## config.mk

```make
export PLATFORM = sky130hd
export DESIGN_NAME = axi_lite_read_arbiter
export DESIGN_NICKNAME = d
export VERILOG_FILES = /design/src/rtl/axi_lite_read_arbiter.sv
export SDC_FILE = /design/constraint.sdc
export NUM_CORES = 1
export LEC_CHECK = 0
export BUFFER_PORTS_ARGS = -buffer_cell sky130_fd_sc_hd__buf_4
export CORE_AREA = 5 5 81 83
export CTS_BUF_LIST = sky130_fd_sc_hd__clkbuf_4 sky130_fd_sc_hd__clkbuf_8 sky130_fd_sc_hd__clkbuf_16
export CTS_CLUSTER_DIAMETER = 40
export DETAILED_ROUTE_END_ITERATION = 8
export DIE_AREA = 0 0 86 88
export PLACE_DENSITY = 0.78
export SLEW_MARGIN = 40
export SYNTH_ARGS = -nofsm -noshare
export SYNTH_HDL_FRONTEND = slang
export SYNTH_SLANG_ARGS = --single-unit
```

## constraint.sdc

```tcl
create_clock -name clk -period 1.9 [get_ports clk]
set_clock_uncertainty 0.2 [all_clocks]
set_input_delay 0.095 -clock clk [delete_from_list [all_inputs] [get_ports clk]]
set_output_delay 0.095 -clock clk [all_outputs]
set_load 0.05 [all_outputs]
```

## src/rtl/axi_lite_read_arbiter.sv

```systemverilog
// Round-robin arbiter sharing one AXI4-Lite read channel among NUM_REQ word-indexed requesters.
// Latency: 3 cycles from accept to resp_valid with a zero-wait slave. One read outstanding; req_ready only in IDLE.
module axi_lite_read_arbiter #(
  parameter int NUM_REQ    = 2,
  parameter int ADDR_WIDTH = 16,
  parameter int DATA_WIDTH = 32
) (
  input  logic                    clk,
  input  logic                    rst,
  input  logic [NUM_REQ-1:0]      req_valid,
  input  logic [NUM_REQ*32-1:0]   req_idx,
  output logic [NUM_REQ-1:0]      req_ready,
  output logic [NUM_REQ-1:0]      resp_valid,
  output logic [DATA_WIDTH-1:0]   resp_data,
  output logic                    resp_err,
  output logic                    busy,
  output logic [ADDR_WIDTH-1:0]   s_axil_araddr,
  output logic [2:0]              s_axil_arprot,
  output logic                    s_axil_arvalid,
  input  logic                    s_axil_arready,
  input  logic [DATA_WIDTH-1:0]   s_axil_rdata,
  input  logic [1:0]              s_axil_rresp,
  input  logic                    s_axil_rvalid,
  output logic                    s_axil_rready
);

  localparam int IW = (NUM_REQ > 1) ? $clog2(NUM_REQ) : 1;

  typedef enum logic [1:0] {IDLE, ADDR, DATA, RESP} state_t;

  state_t          state, state_nxt;
  logic [IW-1:0]   owner, rr_ptr, grant_idx, owner_inc, scan_idx;
  logic            grant_vld;
  logic [31:0]     grant_word;
  int              scan;

  // Scan from the highest offset down so the lowest offset from rr_ptr wins.
  always_comb begin
    grant_vld  = 1'b0;
    grant_idx  = '0;
    grant_word = '0;
    scan       = 0;
    scan_idx   = '0;
    for (int k = NUM_REQ - 1; k >= 0; k--) begin
      scan = int'(rr_ptr) + k;
      if (scan >= NUM_REQ) scan = scan - NUM_REQ;
      scan_idx = IW'(scan);
      if (req_valid[scan_idx]) begin
        grant_vld = 1'b1;
        grant_idx = scan_idx;
      end
    end
    for (int k = 0; k < NUM_REQ; k++) begin
      if (IW'(k) == grant_idx) grant_word = req_idx[32*k +: 32];
    end
  end

  assign owner_inc = (int'(owner) == NUM_REQ - 1) ? '0 : owner + IW'(1);

  always_ff @(posedge clk or negedge rst) begin
    if (!rst) state <= IDLE;
    else      state <= state_nxt;
  end

  always_comb begin
    state_nxt     = state;
    req_ready     = '0;
    resp_valid    = '0;
    s_axil_rready = 1'b0;
    busy          = (state != IDLE);
    s_axil_arprot = 3'b000;
    case (state)
      IDLE: begin
        if (grant_vld) begin
          req_ready = NUM_REQ'(1) << grant_idx;
          state_nxt = ADDR;
        end
      end
      ADDR: if (s_axil_arready) state_nxt = DATA;
      DATA: begin
        s_axil_rready = 1'b1;
        if (s_axil_rvalid) state_nxt = RESP;
      end
      RESP: begin
        resp_valid = NUM_REQ'(1) << owner;
        state_nxt  = IDLE;
      end
      default: state_nxt = IDLE;
    endcase
  end

  always_ff @(posedge clk or negedge rst) begin
    if (!rst) begin
      owner          <= '0;
      rr_ptr         <= '0;
      s_axil_araddr  <= '0;
      s_axil_arvalid <= 1'b0;
      resp_data      <= '0;
      resp_err       <= 1'b0;
    end else begin
      case (state)
        IDLE: begin
          if (grant_vld) begin
            owner          <= grant_idx;
            s_axil_araddr  <= ADDR_WIDTH'({grant_word, 2'b00});
            s_axil_arvalid <= 1'b1;
          end
        end
        ADDR: if (s_axil_arready) s_axil_arvalid <= 1'b0;
        DATA: begin
          if (s_axil_rvalid) begin
            resp_data <= s_axil_rdata;
            resp_err  <= (s_axil_rresp != 2'b00);
          end
        end
        RESP: rr_ptr <= owner_inc;
        default: ;
      endcase
    end
  end

endmodule
```

==> results.rst <==
.. list-table::
   :header-rows: 1

   * - Metric
     - Value
   * - Shortest clock period the worst path allows after layout
     - 1.817 ns
   * - Clock Latency Late Sink
     - 0.30 ns
   * - Antenna cell count
     - 0
   * - Adder-cell share of the synthesized area
     - 2.211%
   * - Layout overhead on the synthesized area
     - 79.27%
   * - Maximum clock insertion buffer count
     - 2
   * - Number of buffer cells added on primary ports
     - 121
   * - Clock Root Buffer
     - sky130_fd_sc_hd__clkbuf_8
   * - Compound-gate portion of the synthesized area
     - 12.60%
   * - Power density normalized to cell area
     - 1815 nW/um^2
   * - Gate count of the mapped netlist
     - 184
   * - Count of placed standard cells including taps
     - 374
   * - Starting Density
     - 39.16%
   * - Post-synth cell types
     - 31
   * - Clock sink count
     - 52
   * - Die area
     - 7568 um^2
   * - Non-Filler Instances
     - 449
   * - Dominant combinational cell family by area after synthesis
     - multiplexers
   * - Number of nets in the layout
     - 481
   * - Die height
     - 88 um
   * - Remaining DRCs
     - 0
   * - Io pins
     - 163
   * - Count of standard-cell rows
     - 28
   * - Synth Area in Simple Gates
     - 6.136%
   * - Vias after detailed routing
     - 2183
   * - Reg2reg path depth
     - 6
   * - Global-route total usage across every layer
     - 18.73%
   * - Post-synthesis instance area
     - 2263 um^2
   * - Launch instance of the worst register-to-register path
     - state[1]
   * - Worst slack at placement
     - 0.1965 ns
   * - Wire length after detailed routing
     - 7014 um
   * - Fraction of synthesized cell area taken by the top area cell type
     - 57.49%
   * - Static Leakage
     - 1.922 nW
   * - Total number of H-tree levels
     - 2
   * - Share of layout cells above drive strength 1
     - 40.11%
   * - Count of synthesis-stage warnings from yosys
     - 0
   * - Detailed placer's ending HPWL
     - 4329 um
   * - Routability cong.
     - 0.6592
   * - Maximum capacitance violations
     - 0
   * - Startpoint-to-endpoint class of the critical path
     - register to register
   * - Synthesized area per cell
     - 12.30 um^2
   * - Endpoints failing setup
     - 0
   * - Worst R2R End
     - s_axil_arvalid
   * - Largest net degree at the start of global routing
     - 53
   * - Number of enable-type register cells in the synthesized netlist
     - 0
   * - Number of pins with negative max-slew slack in the final report
     - 0
   * - Top cells by area in the synthesized netlist
     - sky130_fd_sc_hd__dfrtp_1 57%, sky130_fd_sc_hd__mux2_1 14%, sky130_fd_sc_hd__a31oi_1 3.0%
   * - Most used flip-flop cell after synthesis
     - sky130_fd_sc_hd__dfrtp_1
   * - Type of the most critical hold path
     - primary input to register
   * - Count of antenna-violating nets left after detailed routing
     - 0
   * - Cell depth of the worst min-delay path
     - 3
   * - Wire length per cell after detailed routing
     - 15.62 um
   * - Startpoint type of the worst setup path
     - register
   * - Final period util
     - 95.61%
   * - Horizontal die dimension
     - 86 um
   * - Rel. slew slack
     - 56.76%
   * - Clock tree from TritonCTS
     - done
   * - Status
     - finished clean
   * - Crit-path max FO
     - 4
   * - #FFs+latches synth
     - 52
   * - Final number of hold-violating endpoints
     - 0
   * - Worst Path Arrival
     - 1.80 ns
   * - Worst setup slack for register-to-register paths
     - 0.08 ns
   * - Sequential fraction of the synthesis area
     - 57.49%
   * - End point of the worst hold path
     - s_axil_araddr[13]
   * - Top cell types by occurrence after synthesis
     - 52 x sky130_fd_sc_hd__dfrtp_1, 29 x sky130_fd_sc_hd__mux2_1, 15 x sky130_fd_sc_hd__nor2_1
   * - Drt initial violations
     - 51
   * - Pwr Total
     - 0.007366 W
   * - Drt via density
     - 4.862
   * - Area leader, netlist
     - sky130_fd_sc_hd__dfrtp_1
   * - Number of antenna violations at the first check in global routing
     - 0
   * - Share of flip-flops with an asynchronous set or reset
     - 100.0%
   * - Pre-antenna DRT Iters
     - 4
   * - Remaining Overflow, GRT
     - 0
   * - Timing-limited maximum frequency
     - 550.5 MHz
   * - Worst Tran Pin Value
     - 0.6485 ns
   * - Cell with the most instances after synthesis
     - sky130_fd_sc_hd__dfrtp_1
   * - Clock buffers created by TritonCTS
     - 5
   * - Req. time, crit path
     - 1.89 ns
   * - Critical path capture point type
     - register
   * - Core box area
     - 5781 um^2
   * - Multiplexer fraction of the synthesized cell area
     - 16.42%
   * - RSZ-0062 raised after global routing
     - no
   * - First-pass GRT wire length
     - 11110 um
   * - Maximum vdd ir drop
     - 1.113 mV
   * - Final WS setup
     - 0.08343 ns
   * - Startpoint of the worst hold path
     - req_valid[1]
   * - Vias in the first global route
     - 2231
   * - Clock-pin transition on the worst setup and hold timing paths
     - 0.10 ns
   * - Share of the core filled with cells
     - 70.19%
   * - Synth Area in XOR/XNOR
     - 0%
## sequential cells by signal, summed over array words and instances (netlist names)
name / count
owner: 1
resp_data: 32
resp_err: 1
rr_ptr: 1
s_axil_araddr: 14
s_axil_arvalid: 1
state: 2
## cell type report
cell class / instances / area (um^2)
well taps: 75 / 93.84
fillers: 425 / 1723
inverters: 5 / 18.77
flip-flops and latches: 52 / 1301
clock inverters: 1 / 30.03
clock buffers: 7 / 96.34
repair buffers: 193 / 1632
multi-input cells: 116 / 885.9
## kinds of logic after synthesis
group,count (synthesis)
fa+ha+maj,4
buf+inv,20
simple gates,29
other cells,1
compound gates,45
flops,52
mux,33
## through the flow
stage,TNS (ns),hold WS (ns),instance area [um^2]
3_5_place_dp,0,-0.02060,3248
6_report,0,0.03669,4058
2_1_floorplan,0,-0.4006,2290
3_3_place_gp,0,-0.03142,3248
4_1_cts,-0.02862,0.01871,4040
5_1_grt,0,0.04186,4058
## cells in the final DEF (no fill, tap or decap)
master,synthesis,layout
sky130_fd_sc_hd__ha_4,0,1
sky130_fd_sc_hd__a21oi_1,11,11
sky130_fd_sc_hd__dfrtp_1,52,52
sky130_fd_sc_hd__nor2b_1,2,2
sky130_fd_sc_hd__a221oi_2,1,1
sky130_fd_sc_hd__nor2_1,15,15
sky130_fd_sc_hd__o21ai_0,2,2
sky130_fd_sc_hd__and2b_1,1,1
sky130_fd_sc_hd__buf_4,6,125
sky130_fd_sc_hd__and2_1,4,4
sky130_fd_sc_hd__o21ai_2,1,1
sky130_fd_sc_hd__o21a_1,1,1
sky130_fd_sc_hd__a31oi_1,11,11
sky130_fd_sc_hd__nand2_1,4,4
sky130_fd_sc_hd__nand2b_1,1,1
sky130_fd_sc_hd__a21o_1,1,1
sky130_fd_sc_hd__o32a_1,1,1
sky130_fd_sc_hd__nor3_4,0,1
sky130_fd_sc_hd__mux2_2,4,4
sky130_fd_sc_hd__conb_1,1,5
sky130_fd_sc_hd__o21ai_1,11,11
sky130_fd_sc_hd__nand2_2,1,1
sky130_fd_sc_hd__a21oi_2,1,1
sky130_fd_sc_hd__ha_2,0,1
sky130_fd_sc_hd__a221o_1,3,3
sky130_fd_sc_hd__inv_2,1,3
sky130_fd_sc_hd__ha_1,4,2
sky130_fd_sc_hd__dlygate4sd3_1,0,65
sky130_fd_sc_hd__bufinv_16,0,1
sky130_fd_sc_hd__clkbuf_8,0,7
sky130_fd_sc_hd__buf_6,1,2
sky130_fd_sc_hd__mux2_1,29,29
sky130_fd_sc_hd__buf_12,0,1
sky130_fd_sc_hd__inv_1,4,2
sky130_fd_sc_hd__o311ai_0,1,1
## per-layer routing
layer	up-vias	GRT usage, %	share of wire [%]
li1	1019	-	-
met1	1040	21.48	37
met2	105	33.22	51
met3	19	5.456	8.7
met4	0	6.763	2.7
met5	-	0	0
## critical path, cell delays in order (launching register included)
cell and delay, ns:
sky130_fd_sc_hd__dfrtp_1 0.43, sky130_fd_sc_hd__inv_2 0.09, sky130_fd_sc_hd__ha_1 0.17, sky130_fd_sc_hd__o21ai_0 0.08, sky130_fd_sc_hd__o311ai_0 0.10, sky130_fd_sc_hd__nand2_1 0.08
sky130_fd_sc_hd__dlygate4sd3_1 0.56
## repair_timing
item                       CTS  global route
hold endpoints to repair   100             0
resized for setup            2             3
cloned                       0             0
buffers inserted             1             1
hold buffers                65             0
setup endpoints to repair    2             3
pin swaps                    0             1
## how the worst max path moves through the flow
stage / from / to / slack (ns) / cells after the start
after floorplan: state[0] / s_axil_araddr[2] / 0.04 / 5
final: state[1] / s_axil_arvalid / 0.08 / 6
after global placement: state[1] / state[1] / 0.23 / 5
after detailed placement: state[1] / state[1] / 0.20 / 5
after global routing: state[0] / req_ready[1] / 0.001 / 5
after CTS: state[0] / req_ready[1] / -0.03 / 5
## where the power goes
part	internal (W)	switching (W)	total (W)	leakage [nW]
combinational	0.00155	0.00300	0.00455	1.25
clock	0.000465	0.000355	0.000820	0.0645
sequential	0.00168	0.000318	0.00199	0.607
total	0.00369	0.00367	0.00737	1.92
Note: power is estimated with default switching activity, not from simulation.
